==> config.mk <==
export PLATFORM = sky130hd
export DESIGN_NAME = pipeline_sequencer
export DESIGN_NICKNAME = d
export VERILOG_FILES = /design/src/rtl/pipeline_sequencer.sv
export SDC_FILE = /design/constraint.sdc
export NUM_CORES = 1
export LEC_CHECK = 0
export ABC_AREA = 1
export BUFFER_PORTS_ARGS = -buffer_cell sky130_fd_sc_hd__buf_2
export CAP_MARGIN = 20
export CORE_MARGIN = 2
export CORE_UTILIZATION = 54
export DETAILED_ROUTE_END_ITERATION = 7
export PLACE_DENSITY = 0.84
export SYNTH_ARGS = -nofsm -noshare
export SYNTH_HDL_FRONTEND = slang
export SYNTH_SLANG_ARGS = --single-unit
==> constraint.sdc <==
create_clock -name ClockIn -period 2.9 [get_ports ClockIn]
set_clock_uncertainty 0.1 [all_clocks]
set_input_delay 0.29 -clock ClockIn [delete_from_list [all_inputs] [get_ports ClockIn]]
set_output_delay 0.29 -clock ClockIn [all_outputs]
set_load 0.1 [all_outputs]
==> src/rtl/pipeline_sequencer.sv <==
// pipeline_sequencer: parametrised fetch/decode/execute instruction pipeline.
// Stage 0 is the fetch stage. Stage k holds the instruction fetched k edges
// earlier. The block handles the bus-request fetch stall, the operand-fetch
// suppress, the branch flush and the global hold.
// Optional statistics counters are enabled by defining PIPE_STATS_EN.
//
// Handshake: the fetch stage offers FetchReq. A byte transfers on a rising
// edge where FetchReq and MemValid are both 1 (PcInc = 1). The memory side
// must not assume the byte was taken unless PcInc was 1. MemData is ignored
// on any other edge.
module pipeline_sequencer #(
  parameter int              DATA_W = 8,
  parameter int              STAGES = 3,
  parameter logic [DATA_W-1:0] NOP  = '0
) (
  input  logic                     ClockIn,
  input  logic                     ResetIn_n,
  input  logic [DATA_W-1:0]        MemData,
  input  logic                     MemValid,
  output logic                     FetchReq,
  output logic                     PcInc,
  input  logic                     BusRequest,
  input  logic                     Suppress,
  input  logic                     Flush,
  input  logic                     HoldIn,
  output logic [STAGES*DATA_W-1:0] StageInstr,
  output logic [STAGES-1:0]        StageValid,
  output logic [DATA_W-1:0]        OperandOut,
  output logic                     OperandValid,
  output logic [15:0]              RetireCount
`ifdef PIPE_STATS_EN
  ,
  output logic [15:0]              BubbleCount,
  output logic [15:0]              HoldCount
`endif
);

  logic [DATA_W-1:0] instr_q [STAGES];
  logic [STAGES-1:0] valid_q;
  logic              take_instr;
  logic              take_operand;

  // FetchReq already excludes hold, flush and bus request, so PcInc alone
  // qualifies an accepted byte.
  assign FetchReq     = ResetIn_n & ~HoldIn & ~Flush & ~BusRequest;
  assign PcInc        = FetchReq & MemValid;
  assign take_instr   = PcInc & ~Suppress;
  assign take_operand = PcInc & Suppress;

  // Present the stage registers on the flat output bus, stage k at slice k.
  for (genvar g = 0; g < STAGES; g++) begin : g_stage_out
    assign StageInstr[g*DATA_W +: DATA_W] = instr_q[g];
  end
  assign StageValid = valid_q;

  // Stage registers, operand capture and retire counter.
  always_ff @(posedge ClockIn) begin
    if (!ResetIn_n) begin
      for (int k = 0; k < STAGES; k++) begin
        instr_q[k] <= NOP;
      end
      valid_q      <= '0;
      OperandOut   <= '0;
      OperandValid <= 1'b0;
      RetireCount  <= '0;
    end else if (HoldIn) begin
      OperandValid <= 1'b0;
    end else begin
      if (valid_q[STAGES-1]) begin
        RetireCount <= RetireCount + 16'd1;
      end
      for (int k = 1; k < STAGES; k++) begin
        if (Flush) begin
          instr_q[k] <= NOP;
          valid_q[k] <= 1'b0;
        end else begin
          instr_q[k] <= instr_q[k-1];
          valid_q[k] <= valid_q[k-1];
        end
      end
      // Anything other than an accepted instruction byte is a bubble.
      instr_q[0]   <= take_instr ? MemData : NOP;
      valid_q[0]   <= take_instr;
      OperandValid <= take_operand;
      if (take_operand) begin
        OperandOut <= MemData;
      end
    end
  end

`ifdef PIPE_STATS_EN
  // Bubble and hold statistics. Both counters wrap at 16 bits.
  always_ff @(posedge ClockIn) begin
    if (!ResetIn_n) begin
      BubbleCount <= '0;
      HoldCount   <= '0;
    end else if (HoldIn) begin
      HoldCount <= HoldCount + 16'd1;
    end else if (!take_instr) begin
      BubbleCount <= BubbleCount + 16'd1;
    end
  end
`endif

endmodule
# Yosys cells after proc, flatten, opt, wreduce, memory -nomap -nowiden
# Memories as Yosys holds them, arrays and structs flattened.
# Index checks and enable logic that the tools add are counted.
classes:
  n_bitwise: 16
  n_mux: 20
  reduce_logical: 3
  n_addsub: 1
ops:
  columns: ["operator", "count"]
  rows:
  - ["$mux 8", 6]
  - ["$add 16x1->16 const B", 1]
  - ["$mux 1", 14]
  - ["$and 1x1->1", 6]
  - ["$not 1->1", 5]
  - ["$or 1x1->1", 5]
  - ["$reduce_and 2->1", 2]
  - ["$reduce_or 2->1", 1]
word_totals:
  memories: 1
  ramBits: 24
  word_cells: 45
  input_bits: 15
  output_inout_bits: 54
  reg_bits: 28
memory_table:
  columns: ["memory", "words", "word_bits", "rd", "rd_clocked_by_memory_dff", "write_ports", "line", "text"]
  rows:
  - ["instr_q", 3, 8, 3, 0, 3, "38", "logic [DATA_W-1:0] instr_q [STAGES];"]

# Depth between registers and ports, before layout
logic_depth:
  ltp_word: 8
  depth_mapped: 9
  depth_no_buf: 9

# Worst setup path before layout
# Ideal clock, no wire load.
synth_timing:
  kind: "input port to flip-flop"
  from: "input ResetIn_n"
  to: "memory instr_q[0][0], data pin"
  t_arrival_ns: 2.200
  setup_time_ns: 0.146
  path_buffers: 1
  required_ns: 2.654
  cell_stages: 7
  slack_ns: 0.453
  cell_sequence: "buf_2 nand2_4 nor2_4 nand2_4 inv_1 nand2_2 nor2_1"
synth_rtl:
  columns: ["item", "line", "text"]
  rows:
  - ["start, declared", "17", "input logic ResetIn_n,"]
  - ["end, declared", "38", null]

# Final worst setup path
layout_timing:
  from: "input HoldIn"
  to: "output PcInc"
layout_via:
  elab_chain_cells: 5
layout_rtl:
  columns: ["item", "line", "text"]
  rows:
  - ["start, declared", "25", "input logic HoldIn,"]
  - ["$not 1->1 (no source line)", null, null]
  - ["$and 1x1->1 (3 in a row)", "45", "assign FetchReq = ResetIn_n & ~HoldIn & ~Flush & ~BusRequest;"]
  - ["$and 1x1->1", "46", "assign PcInc = FetchReq & MemValid;"]
  - ["end, declared", "21", "output logic PcInc,"]
# Every way passes these cells.

==> flow_metrics.env <==
export IMPL_slew_headroom=0.5682
export IMPL_clkPwrFrac=0.319
export IMPL_finalCritPeriodShare=0.6430
export IMPL_reg2regPathDepth=7
export IMPL_critPathTopFamily="buffers and inverters"
export IMPL_cts_tree="built"
export IMPL_max_stage_delay_ps=430
export IMPL_outcome="finished, final reports clean"
export IMPL_power_leakage_nw=1.326
export IMPL_io_buffer_count=68
export IMPL_rows=23
export IMPL_final_setup_viol_count=0
export IMPL_cts_setup_buffers=0
export IMPL_drive_gt1_frac=0.2538
export IMPL_via_per_inst=4.693
export IMPL_multi_input_area_um2=689.4
export IMPL_grt_max_degree=28
export IMPL_clk_pin_slew_ps=90
export IMPL_htree_levels=2
export IMPL_numCtsBuffers=5
export IMPL_switchingPower_uw=446.5
export IMPL_critPathKind="in -> out"
export IMPL_place_gp_congestion=0.8824
export IMPL_synth_cell_types=25
export IMPL_hold_path_class="in -> reg"
export IMPL_tightest_slew_ps=646.2
export IMPL_ys_seq_area_frac=0.5872
export IMPL_die_area_um2=4566
export IMPL_rsz0062_at_grt="false"
export IMPL_synth_area_per_cell_um2=8.425
export IMPL_cts_path_max_buffers=2
export IMPL_worstPathCellList="buf_2, nor2_2, nand2_4, nor2_4, nand2_4, inv_1, buf_2"
export IMPL_dp_hpwl_um=3184
export IMPL_slowest_stage="buf_2"
export IMPL_drv_cap=0
export IMPL_initial_core_util=0.5535
export IMPL_cts_root_buf="clkbuf_8"
export IMPL_via_count=1788
export IMPL_dp_cells=373
export IMPL_fin_nets=346
export IMPL_synthesis_area_um2=2182
export IMPL_antenna_found_initial=0
export IMPL_stdcell_count=381
export IMPL_finalMaxSlewViolations=0
export IMPL_fillerInstances=324
export IMPL_cts_resized=0
export IMPL_grt_pass1_vias=1541
export IMPL_hold_viol=0
export IMPL_regArea_um2=1281
export IMPL_clk_latency_ps=310
export IMPL_holdBufCountCts=0
export IMPL_p_sw_frac=0.3003
export IMPL_cp_num_cells=7
export IMPL_peakVddDrop_uv=329.4
export IMPL_max_freq_ghz=0.5363
export IMPL_areaGrowthSynthToFinish_pct=22.42
export IMPL_critical_path_buf_inv_count=3
export IMPL_cp_data_required_time_ps=2510
export IMPL_grt_use_total=0.1937
export IMPL_ant_nets=0
export IMPL_pwr_share_seq=0.533
export IMPL_yosys_warnings=0
export IMPL_overflow=0
export IMPL_syn_nets=275
export IMPL_arrival_ps=1470
export IMPL_core_area_um2=3943
export IMPL_start_kind="primary input"
export IMPL_drt_iter0_drc=125
export IMPL_combPwrFrac=0.148
export IMPL_drc_errors=0
export IMPL_cp_end_kind="output pin"
export IMPL_dr_pass1_iters=4
export IMPL_worstPathMaxFanout=19
export IMPL_grt_pass1_wl_um=6513
export IMPL_wire_per_inst_um=11.17
export IMPL_n_antenna_cell=0
export IMPL_power_density_nw_per_um2=556.6
export IMPL_power_internal_mw=1.040
export IMPL_drt_total_wl_um=4255
export IMPL_io_pins=69
export IMPL_die_y_um=67.57
export IMPL_period_minus_slack_ps=1865
export IMPL_hold_depth=3
export IMPL_tns_ps=0
export IMPL_cts_sink_count=52
export IMPL_ys_ff_latch=52
export IMPL_die_w_um=67.57
export IMPL_syn_instance_count=259
==> final timing paths <==
check	start	to	slack (ps)
worst max-delay path	HoldIn	PcInc	1040
worst min-delay path	HoldIn	StageValid[2]$_SDFFE_PN0N_	170
worst max register to register	RetireCount[1]$_SDFFE_PN0P_	RetireCount[12]$_SDFFE_PN0P_	1310
worst min register to register	OperandOut[7]$_SDFFE_PN0P_	OperandOut[7]$_SDFFE_PN0P_	380
==> power groups by stage <==
stage | registers [mW] | logic (mW) | clock network, mW
global route | 0.796 | 0.231 | 0.512
finish | 0.793 | 0.220 | 0.474
floorplan | 0.954 | 0.0397 | 0
detailed placement | 0.811 | 0.221 | 0
CTS | 0.794 | 0.221 | 0.483
global placement | 0.809 | 0.218 | 0
==> Yosys cell counts <==
| cell type | count | area (um^2) |
|---|---|---|
| a21oi_1 | 9 | 45.04 |
| and3_1 | 1 | 6.260 |
| buf_1 | 1 | 3.750 |
| buf_2 | 1 | 5.000 |
| buf_8 | 1 | 15.01 |
| clkbuf_1 | 2 | 7.510 |
| dfxtp_1 | 28 | 560.5 |
| edfxtp_1 | 24 | 720.7 |
| ha_1 | 1 | 12.51 |
| inv_1 | 48 | 180.2 |
| nand2_1 | 46 | 172.7 |
| nand2_2 | 1 | 6.260 |
| nand2_4 | 2 | 22.52 |
| nand3_1 | 9 | 45.04 |
| nand3b_1 | 1 | 7.510 |
| nand4_1 | 1 | 6.260 |
| nor2_1 | 65 | 244.0 |
| nor2_2 | 1 | 6.260 |
| nor2_4 | 1 | 11.26 |
| nor2_8 | 1 | 20.02 |
| nor3_1 | 1 | 5.000 |
| nor3_2 | 1 | 10.01 |
| o21ai_0 | 11 | 55.05 |
| o21bai_1 | 1 | 7.510 |
| o22ai_1 | 1 | 6.260 |
==> flip-flops by register name (all words and copies together), names as in the netlist <==
signal	flops
OperandValid	1
OperandOut	8
RetireCount	16
instr_q	24
StageValid	3
==> stage by stage <==
| stage | util | hold slack [ps] | setup WS, ps | area (um^2) | total power, mW |
|---|---|---|---|---|---|
| finish | 0.6776 | 171.6 | 1035 | 2671 | 1.487 |
| floorplan | - | 320.4 | 453.5 | 2182 | 0.9938 |
| global route | 0.6776 | 186.4 | 924.3 | 2671 | 1.538 |
| detailed placement | 0.6496 | 368.9 | 1028 | 2561 | 1.031 |
| CTS | 0.6776 | 166.4 | 1027 | 2671 | 1.498 |
| global placement | 0.6496 | 361.2 | 1080 | 2561 | 1.027 |
==> cells by family after synthesis <==
family,share of synthesized area
AND/OR/NAND/NOR,0.2580
buffers and inverters,0.09690
flip-flops,0.5872
AO/OA/AOI/OAI,0.05218
adder cells (fa/ha/maj),0.005733
==> final cells by class <==
cell class                      count  share of cell area
Clock buffer                        6             0.03513
Clock inverter                      2            0.006089
Inverter                           48             0.06745
Multi-Input combinational cell    154              0.2581
Sequential cell                    52              0.4796
Tap cell                           50             0.02342
Timing Repair Buffer               69              0.1302
==> worst min-delay path, delay by kind of cell <==
kind	cells	cell delay (ps)
AND/OR/NAND/NOR	1	70
AO/OA/AOI/OAI	1	60
buffers and inverters	1	130
==> layer usage <==
layer,wire (um),vias to the layer above,GRT usage
li1,-,936,-
met1,1764,793,0.2397
met2,2177,52,0.3186
met3,239,7,0.03833
met4,74,0,0.1020
met5,0,-,0
==> placed cells by master, fill, tap and decap left out, types with 2 or more instances in the layout <==
cell type / synthesis / routed
a21oi_1: 9 / 9
buf_2: 1 / 68
clkbuf_8: 0 / 5
dfxtp_1: 28 / 28
edfxtp_1: 24 / 24
inv_1: 48 / 48
nand2_1: 46 / 46
nand2_4: 2 / 2
nand3_1: 9 / 9
nor2_1: 65 / 65
o21ai_0: 11 / 11
No activity file was read; power rests on OpenSTA's default activity.
